### config.mk
export PLATFORM = sky130hd
export DESIGN_NAME = shift_req_arbiter
export DESIGN_NICKNAME = d
export VERILOG_FILES = /design/src/rtl/shift_pkg.sv /design/src/rtl/barrel_core16.sv /design/src/rtl/shift_req_arbiter.sv
export SDC_FILE = /design/constraint.sdc
export NUM_CORES = 1
export LEC_CHECK = 0
export ABC_AREA = 1
export CAP_MARGIN = 5
export CORE_MARGIN = 3
export CORE_UTILIZATION = 47
export DETAILED_ROUTE_END_ITERATION = 16
export PLACE_DENSITY = 0.75
export SETUP_SLACK_MARGIN = 0.05
export SYNTH_ARGS = -nofsm -noshare
export SYNTH_HDL_FRONTEND = slang
export SYNTH_HIERARCHICAL = 1
export SYNTH_SLANG_ARGS = --single-unit
### constraint.sdc
create_clock -name clk -period 1.7 [get_ports clk]
set_input_delay 0.34 -clock clk [delete_from_list [all_inputs] [get_ports clk]]
set_output_delay 0.34 -clock clk [all_outputs]
set_load 0.05 [all_outputs]
### src/rtl/shift_pkg.sv
// shift_pkg: shared constants, op encodings and FSM states for the shift arbiter slice.
package shift_pkg;
  localparam int WIDTH = 16;
  localparam int AMT_W = 4;
  localparam logic [1:0] OP_SLL = 2'b00;
  localparam logic [1:0] OP_SRL = 2'b01;
  localparam logic [1:0] OP_SRA = 2'b10;
  localparam logic [1:0] OP_ROR = 2'b11;
  typedef enum logic [1:0] {ST_IDLE, ST_EXEC, ST_HOLD} state_t;
endpackage

### src/rtl/barrel_core16.sv
// barrel_core16: combinational 16-bit shifter built from four log stages (1, 2, 4, 8).
module barrel_core16
  import shift_pkg::*;
(
  input  logic [WIDTH-1:0] data,
  input  logic [AMT_W-1:0] amt,
  input  logic [1:0]       op,
  output logic [WIDTH-1:0] result
);
  logic [WIDTH-1:0]   stage [AMT_W+1];
  logic [WIDTH/2-1:0] fill;
  assign fill = {(WIDTH/2){op == OP_SRA && data[WIDTH-1]}};
  assign stage[0] = data;
  for (genvar i = 0; i < AMT_W; i++) begin : g_stage
    localparam int K = 1 << i;
    logic [WIDTH-1:0] left, right;
    assign left = {stage[i][WIDTH-1-K:0], {K{1'b0}}};
    // right shifts share one path; ROR wraps the low bits back in instead of fill
    assign right = {op == OP_ROR ? stage[i][K-1:0] : fill[K-1:0], stage[i][WIDTH-1:K]};
    assign stage[i+1] = !amt[i] ? stage[i] : op == OP_SLL ? left : right;
  end
  assign result = stage[AMT_W];
endmodule

### src/rtl/shift_req_arbiter.sv
// shift_req_arbiter: round-robin arbiter for two requesters sharing one barrel shifter,
// sequenced IDLE -> EXEC -> HOLD with a registered valid/ready result port.
module shift_req_arbiter
  import shift_pkg::*;
#(
  parameter int CNT_W = 8
) (
  input  logic             clk,
  input  logic             reset,
  input  logic             req0_valid,
  output logic             req0_ready,
  input  logic [WIDTH-1:0] req0_data,
  input  logic [AMT_W-1:0] req0_amt,
  input  logic [1:0]       req0_op,
  input  logic             req1_valid,
  output logic             req1_ready,
  input  logic [WIDTH-1:0] req1_data,
  input  logic [AMT_W-1:0] req1_amt,
  input  logic [1:0]       req1_op,
  output logic             out_valid,
  input  logic             out_ready,
  output logic [WIDTH-1:0] out_data,
  output logic             out_id,
  output logic             busy,
  output logic [CNT_W-1:0] done_cnt
);
  state_t           state_q, state_d;
  logic             last_q, last_d;
  logic [WIDTH-1:0] opd_data_q, opd_data_d;
  logic [AMT_W-1:0] opd_amt_q, opd_amt_d;
  logic [1:0]       opd_op_q, opd_op_d;
  logic             opd_id_q, opd_id_d;
  logic             out_valid_q, out_valid_d;
  logic [WIDTH-1:0] out_data_q, out_data_d;
  logic             out_id_q, out_id_d;
  logic [CNT_W-1:0] cnt_q, cnt_d;
  logic             idle, grant0, grant1;
  logic [WIDTH-1:0] result;
  barrel_core16 u_core (.data(opd_data_q), .amt(opd_amt_q), .op(opd_op_q), .result(result));
  // last_q=1 after reset makes requester 0 win the first tie
  assign grant0 = req0_valid && (!req1_valid || last_q);
  assign grant1 = req1_valid && !grant0;
  assign idle = state_q == ST_IDLE && !reset;
  assign req0_ready = idle && grant0;
  assign req1_ready = idle && grant1;
  assign out_valid = out_valid_q;
  assign out_data = out_data_q;
  assign out_id = out_id_q;
  assign busy = state_q != ST_IDLE;
  assign done_cnt = cnt_q;
  always_comb begin
    state_d = state_q;
    last_d = last_q;
    opd_data_d = opd_data_q;
    opd_amt_d = opd_amt_q;
    opd_op_d = opd_op_q;
    opd_id_d = opd_id_q;
    out_valid_d = out_valid_q;
    out_data_d = out_data_q;
    out_id_d = out_id_q;
    cnt_d = cnt_q;
    if (req0_ready || req1_ready) begin
      state_d = ST_EXEC;
      last_d = req1_ready;
      opd_data_d = req1_ready ? req1_data : req0_data;
      opd_amt_d = req1_ready ? req1_amt : req0_amt;
      opd_op_d = req1_ready ? req1_op : req0_op;
      opd_id_d = req1_ready;
    end
    if (state_q == ST_EXEC) begin
      state_d = ST_HOLD;
      out_valid_d = 1'b1;
      out_data_d = result;
      out_id_d = opd_id_q;
    end
    if (state_q == ST_HOLD && out_ready) begin
      state_d = ST_IDLE;
      out_valid_d = 1'b0;
      cnt_d = cnt_q + CNT_W'(1);
    end
  end
  always_ff @(posedge clk) begin
    if (reset) begin
      state_q <= ST_IDLE;
      last_q <= 1'b1;
      opd_data_q <= '0;
      opd_amt_q <= '0;
      opd_op_q <= OP_SLL;
      opd_id_q <= 1'b0;
      out_valid_q <= 1'b0;
      out_data_q <= '0;
      out_id_q <= 1'b0;
      cnt_q <= '0;
    end else begin
      state_q <= state_d;
      last_q <= last_d;
      opd_data_q <= opd_data_d;
      opd_amt_q <= opd_amt_d;
      opd_op_q <= opd_op_d;
      opd_id_q <= opd_id_d;
      out_valid_q <= out_valid_d;
      out_data_q <= out_data_d;
      out_id_q <= out_id_d;
      cnt_q <= cnt_d;
    end
  end
endmodule
Word-level counts from Yosys, hierarchy flattened --
Cells that the tools add are included.
Storage, ports and cells: flip-flop bits (word level) 52, input bits 49, output and inout port bits 29, word-level logic and storage cells 51
Cells by class: $add $sub $neg 1, equality and inequality tests 4, muxes and demuxes 17, reductions and logical operators 18
Operators by type and width (number):
- $mux W16 | 9
- $add A8 B1 Y8 const B | 1
- $mux W2 | 4
- $mux W4 | 2
- $mux W8 | 1
- $logic_and A1 B1 Y1 | 7
- $eq A2 B2 Y1 const B | 3
- $logic_not A2 Y1 | 2
- $reduce_bool A2 Y1 | 2
- $logic_not A1 Y1 | 3
- $reduce_or A3 Y1 | 1
- $eq A2 B1 Y1 const B | 1
- $logic_or A1 B1 Y1 | 2
- $reduce_or A2 Y1 | 1
- $mux W1 | 1

Longest topological paths before layout --
Gate-level depths: netlist of the first run.
depth in word-level cells 14, mapped depth 15

By module --
The synthesis of the first run kept the hierarchy.
Modules (own cells, without submodules):
- shift_req_arbiter | instances 1, cells each 376, area each 2436.1 um^2, sequential area each 1041.0 um^2
- barrel_core16 | instances 1, cells each 297, area each 1421.4 um^2, sequential area each 0.0 um^2

Least setup slack after synthesis of the first run --
OpenSTA, ideal clock, no wires.
path type register -> register, start register opd_op_q[0], end register out_data_q[13], in the netlist out_data[13], library setup time 0.116 ns, arrival 1.443 ns, required time 1.584 ns, path slack 0.140 ns, stages on the path, launching flop included 16, clock period less this slack 1.560 ns, cells stage by stage dfxtp_1 -> inv_1 -> nand2_4 -> buf_8 -> nand2_1 -> nand3_2 -> nand3_1 -> nand2_1 -> a21oi_1 -> nand2_1 -> nand2_1 -> nand2_1 -> nand2_1 -> inv_1 -> nor2_1 -> nor2_1
On the way: word-level cells in the longest chain between the ends 10, elaborated cells between the ends (all ways) 15, classes of those cells eq/ne: 2; mux: 11; reduce/logical: 2
Ends and longest elaborated chain:
- start: declaration | line shift_req_arbiter.sv:31 | logic [1:0] opd_op_q, opd_op_d;
- start signal: assignment | line shift_req_arbiter.sv:99 | opd_op_q <= opd_op_d;
- $logic_not A2 Y1 | line barrel_core16.sv:20 | assign stage[i+1] = !amt[i] ? stage[i] : op == OP_SLL ? left : right;
- $mux W16 (6 in series) | line barrel_core16.sv:20
- $mux W8 | line barrel_core16.sv:19 | assign right = {op == OP_ROR ? stage[i][K-1:0] : fill[K-1:0], stage[i][WIDTH-1:K]};
- $mux W16 | line barrel_core16.sv:20
- $mux W16 * | line barrel_core16.sv:20
- net result[13] | line shift_req_arbiter.sv:38 | logic [WIDTH-1:0] result;
- end signal: assignment | line shift_req_arbiter.sv:102 | out_data_q <= out_data_d;
- end: declaration | line shift_req_arbiter.sv:34 | logic [WIDTH-1:0] out_data_q, out_data_d;
Mark *: on every way through the listed nets, which the timed path passes. The rest lies on a longest branch. A chain may end at the register's enable or synchronous reset.

Worst setup path in the final report of the first run --
start register opd_op_q[0], end register out_data_q[14], in the netlist out_data[14]
The elaborated chain is that of the path after synthesis.

==> metrics.sh, run 1 <==
WORST_R2R_PATH_CELLS=15
ROOT_BUFFER='sky130_fd_sc_hd__clkbuf_8'
SYNTH_AREA_LEADER_CELL='sky130_fd_sc_hd__dfxtp_1'
ROUTEDWLPERCELL_UM=13.5
CTS_TREE='built'
MAXIMUM_COUNT_OF_CLOCK_BUFFERS_ALONG_A_SINGLE_PATH=2
SYNTH_TOP_FAMILY_BY_AREA='simple AND/OR/NAND/NOR gates'
SLOWEST_STAGE='sky130_fd_sc_hd__dfxtp_4'
AREA_GROWTH_FROM_SYNTHESIS_TO_LAYOUT_PCT=44.5
IRDROPWORSTVDD_mV=0.370
SYNTH.CELL_AREA_MM2=0.00386
RELATIVE_SLEW_MARGINS=0.664
PLACE_INST=859
YS_ASYNC_SR_FRACTION=0
WORST_SLACK_PS=-50.8
CLOCK_SINK_COUNT=52
CTS_INSERTED_BUFFERS=5
CP_DATA_REQUIRED_TIME_PS=1910
FINAL.PERIOD_UTILIZATION=1.03
POST-SYNTH-TOP-COUNT-CELL='sky130_fd_sc_hd__nand2_1'
SETUP.WORST_PATH.END='out_data[14]'
REMAINING_DRC_ERRORS=0
LAYOUT_MIN_CYCLE_TIME_PS=1750
REGTOREGENDPOINT='out_data[14]'
SYNTHDOMINANTCELLAREASHARE=0.270
CRITICAL_PATH.STARTPOINT='opd_op_q[0]'
YS_FF_LATCH=52
YS_TOP_CELLS_BY_AREA='sky130_fd_sc_hd__dfxtp_1 27%, sky130_fd_sc_hd__nand2_1 25%, sky130_fd_sc_hd__nand3_1 11%, sky130_fd_sc_hd__nor2_1 9.0%, sky130_fd_sc_hd__inv_1 5.5%'
PIN_COUNT_OF_THE_BIGGEST_NET_ENTERING_GLOBAL_ROUTING=47
RSZ0062_AT_GRT='yes'
CTS_MAX_LEVEL=2
CRIT_PATH_CELL_TRACE='inv_4 > nand2_8 > buf_6 > nand2_1 > nand3_1 > o21ai_1 > nand2_1 > nand2_1 > nand2_1 > nand2_2 > nand2_1 > nand2_1 > inv_1 > nor2_1 > nor2_1'
TIMING.CRITICAL_PATH.FANOUT_MAX=8
NETLIST-CELL-TYPE-COUNT=30
SYN_NETS=723
SYNTH-XOR-AREA-SHARE=0
MAX_FREQ_MHz=571
CHIPHEIGHT_UM=96.6
PLACE_CONGESTION=0.971
DRT_WL_TOTAL_MM=11.9
WORST_HOLD_PATH_TYPE='in -> reg'
POST_SYNTH_AND_OR_NAND_NOR_AREA_FRACTION=0.550
CLOCK_SKEW_PS=11.0
TIMING.FINAL.HOLD_VIOLATIONS=0
CORE_AREA_MM2=0.00785
NETLIST_TOP_CELLS_COUNT='254 x sky130_fd_sc_hd__nand2_1, 93 x sky130_fd_sc_hd__nor2_1, 88 x sky130_fd_sc_hd__nand3_1, 57 x sky130_fd_sc_hd__inv_1, 52 x sky130_fd_sc_hd__dfxtp_1'
FP-ROW-COUNT=32
RUN_STATUS='finished with violations'
DIODES=0
SYNTH_FLOP_CELL='sky130_fd_sc_hd__dfxtp_1'
FIN_NETS=830
REG2REG_FROM='opd_op_q[0]'
SYNTH_SEQ_AREA_SHARE=0.270
GRT_OVERFLOW=0
FIRST_GLOBAL_VIAS=4206
CRIT_ARRIVAL_PS=1960
CTS.CLK_SLEW.WORST_PATHS_PS=100
GRT_USAGE=0.246
SETUP.WORST_PATH.CLASS='reg -> reg'
POST_ROUTE_CELLS_DRIVE_ABOVE_1_SHARE=0.300
FAILED_CHECKS='negative setup slack'
WORST_SLEW_PIN_SLEW_PS=503
CP_SLOWEST_STAGE_DELAY_PS=380
PLACE.DETAILED.HPWL_MM=8.26
R2R_SLACK_PS=-50
WORSTSKEWPAIRLATENCY_PS=310
VIAS=4594
WORST_SETUP_PATH_START_KIND='flop'
STARTING_DENSITY_OF_THE_CORE=0.492
CRIT_PATH_FREQUENT_CELL='sky130_fd_sc_hd__nand2_1'
SYNTH_MUX_AREA_FRAC=0
HOLD_SLACK_PS=484
POST_DRT_ANTENNA_NETS=0
HOLDBUFCOUNTCTS=0
SYNTH-EDFF-COUNT=0
GRT_FIRST_PASS_WIRELENGTH_MM=18.4
FINAL_CORE_UTILIZATION=0.710
WORST_SETUP_PATH_END_KIND='flop'
DRT_PASS_1_ITERS=5
PORTBUFFERS=77
VIAS_PER_CELL=5.20
SYN-INSTANCE-COUNT=673
IO-PIN-COUNT=78
DIE_WIDTH_UM=96.6
TOTAL_LEAKAGE_POWER_nW=2.69
INITIALDRTVIOLATIONCOUNT=229
SYNTH_ADDER_AREA_SHARE=0.00324
MAX_CAP_VIOLATIONS=0
ANTENNA_FOUND_INITIAL=0
FLOORPLAN.DIE_AREA_MM2=0.00933
SYNTH.AVG_CELL_AREA_UM2=5.73
YOSYSWARNINGS=6
FINALSETUPVIOLATIONS=6
COMPOUND_CELL_AREA_SHARE_OF_THE_YOSYS_NETLIST=0.0694
TNS_PS=-131
FINAL-MAX-SLEW-VIOLATION-COUNT=0
FINAL_CELL_COUNT_NO_FILL=883
POWER.DENSITY_CELL_AREA_mW_PER_MM2=1010
layer usage:
layer,vias up,GRT usage,share of wire
met3,26,0.0318,0.047
li1,2331,-,-
met4,0,0.0584,0.021
met1,2102,0.312,0.42
met2,135,0.440,0.51
met5,-,0,0
placed cells by master, fill, tap and decap left out, types with 2 or more instances in the layout:
cell	netlist	routed
sky130_fd_sc_hd__nand2_1	254	215
sky130_fd_sc_hd__nor2_1	93	91
sky130_fd_sc_hd__buf_4	4	62
sky130_fd_sc_hd__inv_1	57	52
sky130_fd_sc_hd__dfxtp_1	52	49
sky130_fd_sc_hd__nand3_1	88	46
sky130_fd_sc_hd__nand3_2	14	46
sky130_fd_sc_hd__clkdlybuf4s50_1	0	45
sky130_fd_sc_hd__nand2_2	0	37
sky130_fd_sc_hd__o21ai_0	23	21
sky130_fd_sc_hd__nand3_4	1	11
sky130_fd_sc_hd__or2_2	12	10
sky130_fd_sc_hd__a21oi_1	14	9
sky130_fd_sc_hd__buf_6	5	9
sky130_fd_sc_hd__o21ai_2	2	8
sky130_fd_sc_hd__inv_2	6	7
sky130_fd_sc_hd__buf_12	0	7
sky130_fd_sc_hd__a21oi_2	1	6
sky130_fd_sc_hd__nand4_1	6	6
sky130_fd_sc_hd__nor2_4	2	5
sky130_fd_sc_hd__nor2_2	5	5
sky130_fd_sc_hd__clkbuf_8	0	5
sky130_fd_sc_hd__inv_4	0	4
sky130_fd_sc_hd__nand2_4	2	3
sky130_fd_sc_hd__o21ai_1	7	3
sky130_fd_sc_hd__dlygate4sd2_1	0	2
sky130_fd_sc_hd__dfxtp_4	0	2
sky130_fd_sc_hd__or2_4	0	2
where the power goes:
part	switching (mW)	total (mW)	internal, mW
sequential	0.166	1.57	1.40
clock	0.427	0.721	0.295
combinational	2.03	3.32	1.29
total	2.62	5.60	2.99
final cells by class:
| type | count | area [µm²] |
|---|---|---|
| Multi-Input combinational cell | 532 | 2880 |
| Tap cell | 102 | 128 |
| Clock buffer | 6 | 72.6 |
| Fill cell | 678 | 2270 |
| Timing Repair Buffer | 126 | 1190 |
| Sequential cell | 52 | 1050 |
| Clock inverter | 2 | 13.8 |
| Inverter | 63 | 246 |
per-stage QoR:
step	cell area, µm²	worst slack, ps	power [mW]
finish	5570	-50.8	5.60
global route	5570	-189	6.00
detailed placement	4820	-207	4.25
global placement	4820	-158	4.19
floorplan	3860	140	3.48
CTS	5160	12.3	5.18
worst min path at each step:
stage,cells past startpoint,to,start,slack (ps)
6_report,3,done_cnt[7],reset,480
5_1_grt,2,opd_id_q,opd_id_q,510
2_1_floorplan,1,done_cnt[6],reset,410
4_1_cts,3,done_cnt[7],reset,480
3_3_place_gp,2,opd_id_q,opd_id_q,460
3_5_place_dp,2,out_valid,out_valid,470
critical path: cells and delay by family, from the launching register on:
kind                   cells  cell delay [ps]
AOI/OAI and AO/OA          1              140
buffers and inverters      3              260
DFF                        1              380
and+or+nand+nor           11              880
registers in the layout, summed over array words and instances, names as in the netlist:
name / cells
state_q: 2
out_valid: 1
done_cnt: 8
last_q: 1
opd_op_q: 2
out_data: 16
opd_amt_q: 4
opd_id_q: 1
out_id: 1
opd_data_q: 16
what timing repair did:
action | in CTS | in global routing
setup endpoints to repair | 18 | 42
pin swaps | 17 | 57
gates resized for setup | 47 | 93
cloned | 1 | 1
buffers inserted | 9 | 5
cell families after synthesis:
family / count (synthesis)
and+or+nand+nor: 480
AOI/OAI and AO/OA: 50
adders and majority gates: 1
buffers and inverters: 90
DFF: 52
Note: power is estimated with default switching activity, not from simulation.
==> run 2: changes to the inputs <==
==> constraint.sdc (replaced) <==
create_clock -name clk -period 1.7 [get_ports clk]
set_input_delay 0.255 -clock clk [delete_from_list [all_inputs] [get_ports clk]]
set_output_delay 0.255 -clock clk [all_outputs]
set_load 0.05 [all_outputs]
==> run 2 against run 1 <==
Via count grew 1.6%. First-iteration DRC count rose by 67%. Maximum frequency fell by 6.8%. Largest power group unchanged. Clock power rose by 23%. The run still ends with negative setup slack left.
==> metrics.sh, run 2 (synthesized netlist as in run 1, its figures left out) <==
GRT_UTIL_MET2=0.406
GRT_OVERFLOW=0
DIE_WIDTH_UM=96.6
WORST_SETUP_PATH_END_KIND='flop'
WORSTSKEWPAIRLATENCY_PS=310
WORST_HOLD_PATH_TYPE='reg -> reg'
PORTBUFFERS=77
MAXIMUM_COUNT_OF_CLOCK_BUFFERS_ALONG_A_SINGLE_PATH=2
WORST_SLEW_PIN_SLEW_PS=555
RUN_STATUS='finished with violations'
P_TOTAL_mW=5.85
FP-ROW-COUNT=32
GRT_FIRST_PASS_WIRELENGTH_MM=18.4
DIODES=0
CORE_AREA_MM2=0.00785
MAX_FREQ_MHz=532
DRT_WL_TOTAL_MM=12.6
FIRST_GLOBAL_VIAS=4081
CLOCK_SKEW_PS=5.10
IRDROPWORSTVDD_mV=0.639
FINAL.PERIOD_UTILIZATION=1.11
CP_SLOWEST_STAGE_DELAY_PS=380
PLACE.DETAILED.HPWL_MM=8.07
PIN_COUNT_OF_THE_BIGGEST_NET_ENTERING_GLOBAL_ROUTING=47
POST_ROUTE_CELLS_DRIVE_ABOVE_1_SHARE=0.294
MAX_CAP_VIOLATIONS=0
CRIT_ARRIVAL_PS=2090
GROUTE.LAYER.MET3.USAGE=0.0333
CTS_MAX_LEVEL=2
PLACE_CONGESTION=1.02
VIAS=4666
VIAS_PER_CELL=5.28
RSZ0062_AT_GRT='yes'
WORST_SLACK_PS=-179
CLOCK_SINK_COUNT=52
PLACE_INST=859
CTS_INSERTED_BUFFERS=5
CTS.CLK_SLEW.WORST_PATHS_PS=100
ROOT_BUFFER='sky130_fd_sc_hd__clkbuf_8'
FAILED_CHECKS='negative setup slack'
TOTAL_LEAKAGE_POWER_nW=2.68
CHIPHEIGHT_UM=96.6
FINAL_COMMON_CELL='sky130_fd_sc_hd__nand2_1'
ANTENNA_FOUND_INITIAL=0
CTS_TREE='built'
CRIT_PATH_FREQUENT_CELL='sky130_fd_sc_hd__nand2_1'
FINAL-MAX-SLEW-VIOLATION-COUNT=0
FLOORPLAN.DIE_AREA_MM2=0.00933
INITIALDRTVIOLATIONCOUNT=382
POST_DRT_ANTENNA_NETS=0
STARTING_DENSITY_OF_THE_CORE=0.492
AREA_GROWTH_FROM_SYNTHESIS_TO_LAYOUT_PCT=44.7
ROUTEDWLPERCELL_UM=14.3
LAYOUT_MIN_CYCLE_TIME_PS=1880
MOST-COMMON-LAYOUT-CELLS='217 x sky130_fd_sc_hd__nand2_1, 91 x sky130_fd_sc_hd__nor2_1, 67 x sky130_fd_sc_hd__buf_4'
FILLCELLCOUNT=653
TIMING.CRITICAL_PATH.FANOUT_MAX=14
CP_DATA_REQUIRED_TIME_PS=1910
TIMING.FINAL.HOLD_VIOLATIONS=0
FINALSETUPVIOLATIONS=15
SETUP.WORST_PATH.CLASS='reg -> reg'
REMAINING_DRC_ERRORS=0
GRT_USAGE=0.246
GLOBAL_ROUTE.USAGE.MET1=0.337
RELATIVE_SLEW_MARGINS=0.630
SLOWEST_STAGE='sky130_fd_sc_hd__dfxtp_4'
IO-PIN-COUNT=78
BUSIEST_LAYER='met2'
CRIT_PATH_CELL_TRACE='buf_12 > buf_16 > buf_4 > nand3_2 > nand3_2 > nand2_1 > a21oi_1 > nand2_1 > nand2_2 > nand2_1 > nand2_1 > inv_2 > nor2_2 > nor2_1'
DRT_PASS_1_ITERS=7
FIN_NETS=830
POWER.DENSITY_CELL_AREA_mW_PER_MM2=1050
WORST_SETUP_PATH_START_KIND='flop'
FINAL_CELL_COUNT_NO_FILL=883
## run 2: metal layers
layer | share of wire | routed length [µm]
met2 | 0.48 | 6040
met4 | 0.032 | 398
met3 | 0.071 | 901
met5 | 0 | 0
met1 | 0.42 | 5270
## run 2: metrics by stage
step                       util  area [µm²]  TNS [ps]  hold slack [ps]  worst slack [ps]
final                     0.711        5580     -1050              491              -179
after floorplan               -        3860         0              324               140
after detailed placement  0.616        4840     -4680              481              -146
after global routing      0.711        5580     -2880              530              -232
after CTS                 0.661        5190         0              499              2.91
after global placement    0.616        4840     -3330              454              -114
## run 2: where the power goes
part | internal, mW | switching (mW) | total (mW)
Clock | 0.447 | 0.439 | 0.886
Sequential | 1.40 | 0.165 | 1.57
Combinational | 1.30 | 2.09 | 3.40
## run 2: final cells by class
class	instances	area, µm²	area share
Clock buffer	5	68.8	0.0123
Clock inverter	3	46.3	0.00830
Inverter	63	246	0.0442
Multi-Input combinational cell	532	2840	0.508
Sequential cell	52	1050	0.189
Tap cell	102	128	0.0229
Timing Repair Buffer	126	1200	0.215
## run 2: critical path, delay by kind of cell (launching register included)
family | cells | cell delay (ps)
simple gates | 9 | 760
buf+inv | 4 | 430
flops | 1 | 380
compound gates | 1 | 200
## run 2: final timing paths
path | from | to | slack, ps | depth (start not counted)
worst max-delay path | opd_amt_q[0] | out_data[14] | -180 | 14
worst min-delay path | done_cnt[4] | done_cnt[4] | 490 | 2
worst min register to register | done_cnt[4] | done_cnt[4] | 490 | 2
worst max register to register | opd_amt_q[0] | out_data[14] | -180 | 14
## run 2: timing repair
item | CTS | global route
buffers inserted | 2 | 11
endpoints found under the setup margin | 16 | 20
pin swaps | 9 | 65
endpoints found under the hold margin | 0 | 0
gates resized for setup | 46 | 79
hold buffers | 0 | 0
cloned | 2 | 1
==> edit: new RTL, flow settings as in run 1 <==
Change the package constant `WIDTH` from 16 to 18.
--- a/src/rtl/shift_pkg.sv
+++ b/src/rtl/shift_pkg.sv
@@ -1,6 +1,6 @@
 // shift_pkg: shared constants, op encodings and FSM states for the shift arbiter slice.
 package shift_pkg;
-  localparam int WIDTH = 16;
+  localparam int WIDTH = 18;
   localparam int AMT_W = 4;
   localparam logic [1:0] OP_SLL = 2'b00;
   localparam logic [1:0] OP_SRL = 2'b01;
Ports: changed (resized out_data, req0_data and req1_data); port bits go from 78 to 84. No check against the original RTL was run, so the function may have changed too.
==> edit against run 1 <==
- the flow still finishes with violations (setup timing)
- clock power increased by 4.4%
- maximum frequency decreased by 7.6%
- via count increased by 17%
- combinational power increased by 11%
- final area increased by 7.9%
- count of clock-buffer cells in the layout unchanged
- synthesized cell count increased by 13%
- sequential cell count increased by 4
- sequential share of layout area about the same
- synthesized area increased by 11%
- wire length increased by 15%
- total power increased by 9.2%
- setup slack got worse by 0.14 ns
- die area increased by 10%
- critical path type unchanged
- critical endpoint is now out_data[13]$_SDFFE_PP0P_
- largest power group unchanged
==> edit: results (changes against run 1) <==
- Share of layout cells above drive strength 1: 23.36% (-6.6 points)
- Design area: 0.006013 sq mm (+7.9%)
- Non-clock buffers: 135 (+7.1%)
- Hold crit path type: reg2reg
- Multi-input gate area: 0.003028 sq mm (+5.3%)
- Distinct cells, synth: 32 (+6.7%)
- Clk pwr share: 12.3% (-0.6 points)
- Failing checks: setup timing
- Seq area share: 18.87% (+0.039 points)
- Worst r2r src: opd_op_q[1]$_SDFFE_PP0P_
- Clock skew: 0.006493 ns (-0.004510 ns)
- Cells after DPL: 957 (+11%)
- Outcome: complete, but fails checks
- Inverters: 69 (+9.5%)
- WL final: 13.70 mm (+15%)
- Final GP Congestion: 1.047 (+7.8%)
- Clock network area share: 1.436% (-0.11 points)
- Leakage power: 2.917 nW (+8.6%)
- WL/cell: 14.02 um (+4.1%)
- First-pass GRT wire length: 21.38 mm (+16%)
- # nets final: 922 (+11%)
- Final HPWL DP: 9.541 mm (+16%)
- GRT Total Usage: 24.81% (+0.24 points)
- Initial DRC Count: 469 (+100%)
- Post-placement cell area: 0.005381 sq mm (+12%)
- Avg Vias per Cell: 5.479 (+5.3%)
- Multi-input gates: 601 (+13%)
- Switching share of power: 47.34% (+0.62 points)
- Worst slew pin tran: 0.5866 ns (+0.08413 ns)
- Sequential power share: 27.7% (-0.3 points)
- CP Max Fanout: 5 (-3)
- Seq/Total Area, Yosys: 26.18% (-0.80 points)
- Post-Synth Adder-Cell Area: 0.2922% (-0.032 points)
- Final setup TNS: -2.148 ns (-2.017 ns)
- Data buffer area share: 22.62% (+1.3 points)
- Vias in the first global route: 4811 (+14%)
- H-Tree Depth: 2 (unchanged)
- # setup viols final: 18 (+12)
- Synth top area cells: dfxtp_1 26%, nand2_1 24%, nand3_1 13%
- I/O Buffers: 83 (+7.8%)
- P&R area growth vs syn: 40.44%
- CTS Sinks: 56 (+7.7%)
- Net Count, Synth: 817 (+13%)
- CP Data Arrival Time: 2.10 ns (+0.14 ns)
- Pwr dens: 1017 mW/mm^2 (+1.2%)
- Complex-gate fraction of the synthesized area: 8.065% (+1.1 points)
- Setup ws final: -0.1944 ns (-0.1436 ns)
- Post-synth top cells: 277 x nand2_1, 114 x nand3_1, 103 x nor2_1
- Largest net degree at the start of global routing: 51 (+8.5%)
[edit: cell count changes in the layout (fill, tap and decap cells not counted), moves of 7 or more]
cell | before | now
a21oi_1 | 9 | 20
nand2_1 | 215 | 258
nand2_2 | 37 | 22
nand3_1 | 46 | 78
nand3_2 | 46 | 38
nand4_1 | 6 | 13
nor2_1 | 91 | 101
[edit: worst paths after layout]
kind	end	slack, ns	depth (start not counted)
worst max-delay path	out_data[13]$_SDFFE_PP0P_	-0.19	12
worst min-delay path	opd_id_q$_SDFFE_PP0P_	0.47	2
worst max register to register	out_data[13]$_SDFFE_PP0P_	-0.19	12
worst min register to register	opd_id_q$_SDFFE_PP0P_	0.47	2
[edit: layer usage]
metal  wire length (um)  global-route usage, %  part of all wire, %
met1               5825                  33.31                   43
met2               6487                  41.80                   47
met3                982                  2.686                  7.2
met4                403                  7.669                  2.9
met5                  0                      0                    0
[edit: what timing repair did]
action	CTS	global route
cloned	1	4
pin swaps	4	57
endpoints found under the setup margin	20	20
buffers inserted	3	5
resized for setup	21	79
